===== config.mk =====
export PLATFORM = sky130hd
export DESIGN_NAME = branch_resolve_unit
export DESIGN_NICKNAME = d
export VERILOG_FILES = /design/src/rtl/branch_resolve_unit.sv
export SDC_FILE = /design/constraint.sdc
export NUM_CORES = 1
export LEC_CHECK = 0
export CORE_MARGIN = 2
export CORE_UTILIZATION = 30
export CTS_BUF_LIST = sky130_fd_sc_hd__clkbuf_4
export DETAILED_ROUTE_END_ITERATION = 8
export GPL_TIMING_DRIVEN = 0
export PLACE_DENSITY_LB_ADDON = 0.05
export SETUP_SLACK_MARGIN = 0.02
export SLEW_MARGIN = 40
export SYNTH_ARGS = -nofsm -noshare
export SYNTH_HDL_FRONTEND = slang
export SYNTH_SLANG_ARGS = --single-unit

===== constraint.sdc =====
create_clock -name clk -period 10.49 [get_ports clk]
set_clock_uncertainty 0.2 [all_clocks]
set_input_delay 2.6225 -clock clk [delete_from_list [all_inputs] [get_ports clk]]
set_output_delay 2.6225 -clock clk [all_outputs]
set_load 0.03 [all_outputs]

===== src/rtl/branch_resolve_unit.sv =====
// Branch resolve unit: resolves EX-stage conditional branches and trains a table of
// 2-bit saturating counters. Define BRU_STATS_EN to add branch/mispredict counters.
module branch_resolve_unit #(
    parameter int XLEN        = 32,
    parameter int BHT_ENTRIES = 64
) (
    input  logic            clk,
    input  logic            rst_n,
    input  logic            flush,
    input  logic            ex_valid,
    input  logic [XLEN-1:0] ex_rs1,
    input  logic [XLEN-1:0] ex_rs2,
    input  logic [2:0]      ex_funct3,
    input  logic [XLEN-1:0] ex_pc,
    input  logic            ex_pred_taken,
    input  logic [XLEN-1:0] if_pc,
    output logic            if_pred_taken,
    output logic            res_valid,
    output logic            res_taken,
    output logic            res_mispredict,
    output logic            res_illegal
`ifdef BRU_STATS_EN
    ,
    output logic [31:0]     stat_branches,
    output logic [31:0]     stat_mispredicts
`endif
);

    localparam int IDX_W = $clog2(BHT_ENTRIES);

    typedef enum logic [2:0] {
        F3_BEQ  = 3'b000,
        F3_BNE  = 3'b001,
        F3_BLT  = 3'b100,
        F3_BGE  = 3'b101,
        F3_BLTU = 3'b110,
        F3_BGEU = 3'b111
    } funct3_e;

    logic             taken;
    logic             legal;
    logic             accept;
    logic             update;
    logic [IDX_W-1:0] ex_idx;
    logic [IDX_W-1:0] if_idx;
    logic [1:0]       bht_q [BHT_ENTRIES];

    logic res_valid_q, res_taken_q, res_mispredict_q, res_illegal_q;
    logic res_valid_d, res_taken_d, res_mispredict_d, res_illegal_d;

    // Address bits outside the table index carry no information for prediction.
    logic unused_pc_bits;
    assign unused_pc_bits = ^{ex_pc[XLEN-1:IDX_W+2], ex_pc[1:0],
                              if_pc[XLEN-1:IDX_W+2], if_pc[1:0]};

    function automatic logic [1:0] sat_step(input logic [1:0] ctr, input logic up);
        if (up) return (ctr == 2'b11) ? ctr : ctr + 2'd1;
        else    return (ctr == 2'b00) ? ctr : ctr - 2'd1;
    endfunction

    // NOTE: every comb output gets a default first so no path leaves it unassigned (no latch).
    always_comb begin
        taken = 1'b0;
        legal = 1'b1;
        case (ex_funct3)
            F3_BEQ:  taken = (ex_rs1 == ex_rs2);
            F3_BNE:  taken = (ex_rs1 != ex_rs2);
            F3_BLT:  taken = ($signed(ex_rs1) <  $signed(ex_rs2));
            F3_BGE:  taken = ($signed(ex_rs1) >= $signed(ex_rs2));
            F3_BLTU: taken = (ex_rs1 <  ex_rs2);
            F3_BGEU: taken = (ex_rs1 >= ex_rs2);
            default: legal = 1'b0;
        endcase
    end

    assign accept = ex_valid & ~flush;
    assign update = accept & legal;
    assign ex_idx = ex_pc[IDX_W+1:2];
    assign if_idx = if_pc[IDX_W+1:2];

    always_comb begin
        res_valid_d      = accept;
        res_taken_d      = update & taken;
        res_mispredict_d = update & (taken != ex_pred_taken);
        res_illegal_d    = accept & ~legal;
    end

    // NOTE: sequential state uses non-blocking assignments so every flop samples pre-edge values.
    always_ff @(posedge clk or negedge rst_n) begin
        if (!rst_n) begin
            res_valid_q      <= 1'b0;
            res_taken_q      <= 1'b0;
            res_mispredict_q <= 1'b0;
            res_illegal_q    <= 1'b0;
        end else begin
            res_valid_q      <= res_valid_d;
            res_taken_q      <= res_taken_d;
            res_mispredict_q <= res_mispredict_d;
            res_illegal_q    <= res_illegal_d;
        end
    end

    // NOTE: the table must come out of reset weakly not-taken, so it is built from resettable
    // flops rather than a RAM macro that cannot be cleared asynchronously.
    always_ff @(posedge clk or negedge rst_n) begin
        if (!rst_n) begin
            for (int i = 0; i < BHT_ENTRIES; i++) bht_q[i] <= 2'b01;
        end else if (update) begin
            bht_q[ex_idx] <= sat_step(bht_q[ex_idx], taken);
        end
    end

    // Reading the current array contents gives read-before-write on a same-entry update.
    assign if_pred_taken  = bht_q[if_idx][1];
    assign res_valid      = res_valid_q;
    assign res_taken      = res_taken_q;
    assign res_mispredict = res_mispredict_q;
    assign res_illegal    = res_illegal_q;

`ifdef BRU_STATS_EN
    logic [31:0] stat_branches_q, stat_mispredicts_q;

    always_ff @(posedge clk or negedge rst_n) begin
        if (!rst_n) begin
            stat_branches_q    <= 32'd0;
            stat_mispredicts_q <= 32'd0;
        end else begin
            if (update)           stat_branches_q    <= stat_branches_q + 32'd1;
            if (res_mispredict_d) stat_mispredicts_q <= stat_mispredicts_q + 32'd1;
        end
    end

    assign stat_branches    = stat_branches_q;
    assign stat_mispredicts = stat_mispredicts_q;
`endif

endmodule


== After elaboration in Yosys (flattened, before gate mapping) ==
Index checks and enable logic that the tools add are counted.
Storage, ports and cells
  memories kept: 0
  bits in latches: 0
  bits of input ports: 136
  word-level logic and storage cells: 114
  bits in read-only memories: 0
  register bits after elaboration: 132
  memory bits (writable): 0
  output and inout port bits: 5
Operators by class
  order comparisons: 7
  reduce and logical (&&, ||, !) cells: 4
  shift-type cells: 0
  add/subtract/negate cells: 2
  divide/modulo/power cells: 0
  mux-type cells: 15
  equality and inequality tests: 9
  $mul: 0
  bitwise gates (word level): 9
Operators by type and width (count)
  bitwise mux 128 bit: 1
  >= comparator 32 bit: 2
  < comparator 32 bit: 2
  equality test 32 bit: 1
  inequality test 32 bit: 1
  binary-select mux 2 bit (select 6 bit): 2
  2-to-1 mux 2 bit: 9
  >= comparator 7 bit, second input constant: 2
  NOT 6 -> 7 bit: 2
  demux 2 bit (select 6 bit): 1
  equality test 3 bit, second input constant: 4
  < comparator 7 x 1 -> 1 bit, second input constant: 1
  one-hot mux 1 bit (6 select lines): 1
  OR reduction 6 bit: 1
  bitwise AND 1 bit: 5
  equality test 3 x 1 -> 1 bit, second input constant: 1
  zero test 3 bit: 1
  adder 2 x 1 -> 2 bit, second input constant: 1
  equality test 2 bit, second input constant: 1
  zero test 2 bit: 1
  NOT 1 bit: 2
  subtractor 2 x 1 -> 2 bit, second input constant: 1
  logical AND 1 bit: 1
  2-to-1 mux 1 bit: 1
  inequality test 1 bit: 1

== Logic depth before layout (Yosys ltp) ==
  word-level depth: 9
  gate-level depth with buffers: 11
  gate-level depth less buffers: 9

== Worst setup path before layout ==
Ideal clock, no wire load.
  path kind: input-to-output
  start: input if_pc[2]
  end: output if_pred_taken
  setup slack: 2.528 ns
  data arrival time: 5.139 ns
  data required time: 7.668 ns
  stages on the path: 5
  cell sequence: clkbuf_1 > buf_1 > mux4_2 > mux4_2 > mux4_2
Between the ends
  longest elaborated chain between the ends: 4
RTL lines
  start, declared: line 16  | input logic [XLEN-1:0] if_pc,
  NOT 6 -> 7 bit (not written as such): line 114  | assign if_pred_taken = bht_q[if_idx][1];
  binary-select mux 2 bit (select 6 bit): line 114
  2-to-1 mux 2 bit (not written as such) (2 in series): line 114
  end, declared: line 17  | output logic if_pred_taken,
No other way between the ends. The select of a mux whose other input is x is not followed.

== Final worst setup path ==
Same ends and word-level chain as after synthesis.

==> results_dict.tcl <==
set metrics [dict create \
    yosys.area.top_type_share_pct 21.2 \
    nets 1097 \
    synth_edf_count 0 \
    ys_async_sr_fraction_pct 100 \
    path_clk_slew_ns 0.11 \
    cp-end-kind "output port" \
    max_freq_mhz 114 \
    io_buffers 86 \
    slew_viol_final 0 \
    vias 6868 \
    grt_usage_pct 21.5 \
    holdPathEnd "bht_q[30]" \
    cts_buffers 17 \
    clockRootBuffer "clkbuf_4" \
    viasPerCell 5.37 \
    peakVddDrop_mv 0.0556 \
    core_um2 26100 \
    netlist_area_um2 8020 \
    grt_pass1_vias 6877 \
    required_ns 7.67 \
    violations "DRC" \
    cts.sinks 132 \
    synth_common_cells "211 x nand2_1, 128 x o31ai_1, 68 x dfrtp_1" \
    cp-start-kind "input port" \
    wl_mm 29.4 \
    power-per-cell-area_nw_per_um2 117 \
    status "complete, but fails checks" \
    setup-tns-final_ns 0 \
    dieHeight_um 168 \
    cts_setup_buffers 0 \
    holdCritStartpoint "bht_q[30]" \
    worstSetupPathType "in2out" \
    post-route-period-util_pct 83.5 \
    max-cap-violations 0 \
    design_area_um2 9660 \
    worstMarginPinSlew_ns 0.918 \
    syn_to_final_growth_pct 20.4 \
    leakage_nw 3.85 \
    drtAntennaViolNets 0 \
    ff2ff_path_depth 8 \
    grt_max_degree 58 \
    multiInputGateArea_um2 4300 \
    synth.avg_cell_area_um2 9.81 \
    drt_iter0_drc 582 \
    hpwl_mm 21.2 \
    syn_nets 986 \
    clock_path_buffers 2 \
    synth_top_cell_by_area "dfrtp_1" \
    setup-violations-final 0 \
    die_width_um 168 \
    syn_inst 818 \
    place_area_um2 9430 \
    fp-row-count 59 \
    cts_resized 0 \
    dieArea_um2 28100 \
    cp_max_fo 10 \
    htree_levels 4 \
    synth_warnings 0 \
    seqCellArea_um2 3380 \
    synth.most_common_cell "nand2_1" \
    ys_top_cells_by_area "dfrtp_1 21%, dfstp_2 21%, o31ai_1 12%" \
    firstDrtPassIters 7 \
    min_path_type "reg2reg" \
    maxSlewHeadroom_pct 38.8 \
    wl_per_cell_um 23.0 \
    r2r_setup_slack_ns 6.98 \
    ys_seq_area_share_pct 42.2 \
    synth.distinct_cells 50 \
    synth-main-ff-cell "dfrtp_1" \
    start_util_pct 30.7 \
    cp_data_arrival_time_ns 5.94 \
    antenna_found_initial 1 \
    ctsHoldBuffers 0 \
    hold_path_depth 2 \
    clock_latency_ns 0.57 \
    hold_violations 0 \
    drive_above_1_share_pct 21.3 \
    drc 19 \
    ys_ff_latch 132 \
    grt_first_pass_wirelength_mm 45.1 \
    cts_tree "built" \
    gp_congestion 0.823 \
    grt.overflow.total 0 \
    period_needed_ns 8.76 \
    boundaryPins 141 \
    r2r-start "bht_q[1]" \
    reg2reg_to "bht_q[47]" \
    rsz0062_at_grt "no" \
    num-fill-cells 2695 \
]
[power by group]
part,leakage (nW),switching [mW],internal (mW)
Sequential,1.60,0.0191,0.549
Combinational,2.12,0.161,0.0969
Clock,0.127,0.205,0.105
[critical path, stage by stage]
cell             delay [ns]
clkbuf_1               0.56
buf_2                  0.54
mux4_2                 0.58
mux4_2                 0.52
mux4_2                 0.48
clkdlybuf4s50_1        0.63
[area by class of cell]
class,instances,area share [%]
multi-input combinational,596,44.5
sequential,132,35.0
timing repair buffer,92,9.80
tap,335,4.34
buffer,52,2.51
clock buffer,22,1.71
inverter,38,1.48
clock inverter,10,0.660
antenna,1,0.0259
[cell usage in the layout (no fill, tap or decap), drive strengths merged, types with 8 or more instances in the layout]
cell / synthesis / final
a21oi: 17 / 17
a22oi: 8 / 8
buf: 42 / 48
clkbuf: 10 / 33
clkdlybuf4s50: 0 / 85
dfrtp: 68 / 68
dfstp: 64 / 64
ha: 32 / 32
inv: 38 / 38
mux2: 17 / 17
mux2i: 22 / 22
mux4: 29 / 29
nand2: 211 / 211
nand3: 14 / 14
nor2: 16 / 16
o21ai: 9 / 9
o31ai: 128 / 128
[state kept, by name (all words and copies together) (netlist names)]
register,flops
bht_q,128
res_illegal,1
res_valid,1
res_mispredict,1
res_taken,1
[layer usage]
layer  vias up  track usage, %  wire [um]
met5         -               0          0
met4         0            6.69        640
met3        41            4.51       2000
met2       251            32.5      12900
met1      3301            30.7      13900
li1       3275               -          -
[worst max-delay path by stage]
stage	cells past startpoint	startpoint	slack, ns	end
global placement	1	rst_n	0.82	bht_q[49]
finish	6	if_pc[2]	1.73	if_pred_taken
floorplan	5	if_pc[2]	2.53	if_pred_taken
CTS	6	if_pc[2]	1.67	if_pred_taken
detailed placement	6	if_pc[2]	1.67	if_pred_taken
global route	6	if_pc[2]	1.62	if_pred_taken
[kinds of logic (layout without fill, tap and decap cells)]
group / Yosys count / count (layout) / synth area share (%)
DFF: 132 / 132 / 42.2
AOI/OAI and AO/OA: 207 / 207 / 19.4
other: 0 / 1 / 0
muxes: 68 / 68 / 13.3
and+or+nand+nor: 289 / 289 / 15.4
buffers and inverters: 90 / 214 / 4.72
adders and majority gates: 32 / 32 / 4.99
[per-stage QoR]
| stage | instances | setup WS, ns | util [%] | power, mW | hold WS [ns] |
|---|---|---|---|---|---|
| floorplan | 818 | 2.53 | - | 0.709 | 0.248 |
| global placement | 1239 | 0.819 | 35.6 | 0.830 | 0.258 |
| detailed placement | 1245 | 1.67 | 36.1 | 0.834 | 0.263 |
| CTS | 1277 | 1.67 | 37.0 | 1.14 | 0.278 |
| global route | 1278 | 1.62 | 37.0 | 1.19 | 0.290 |
| finish | 1278 | 1.73 | 37.0 | 1.13 | 0.277 |
Note: power is estimated with default switching activity, not from simulation.
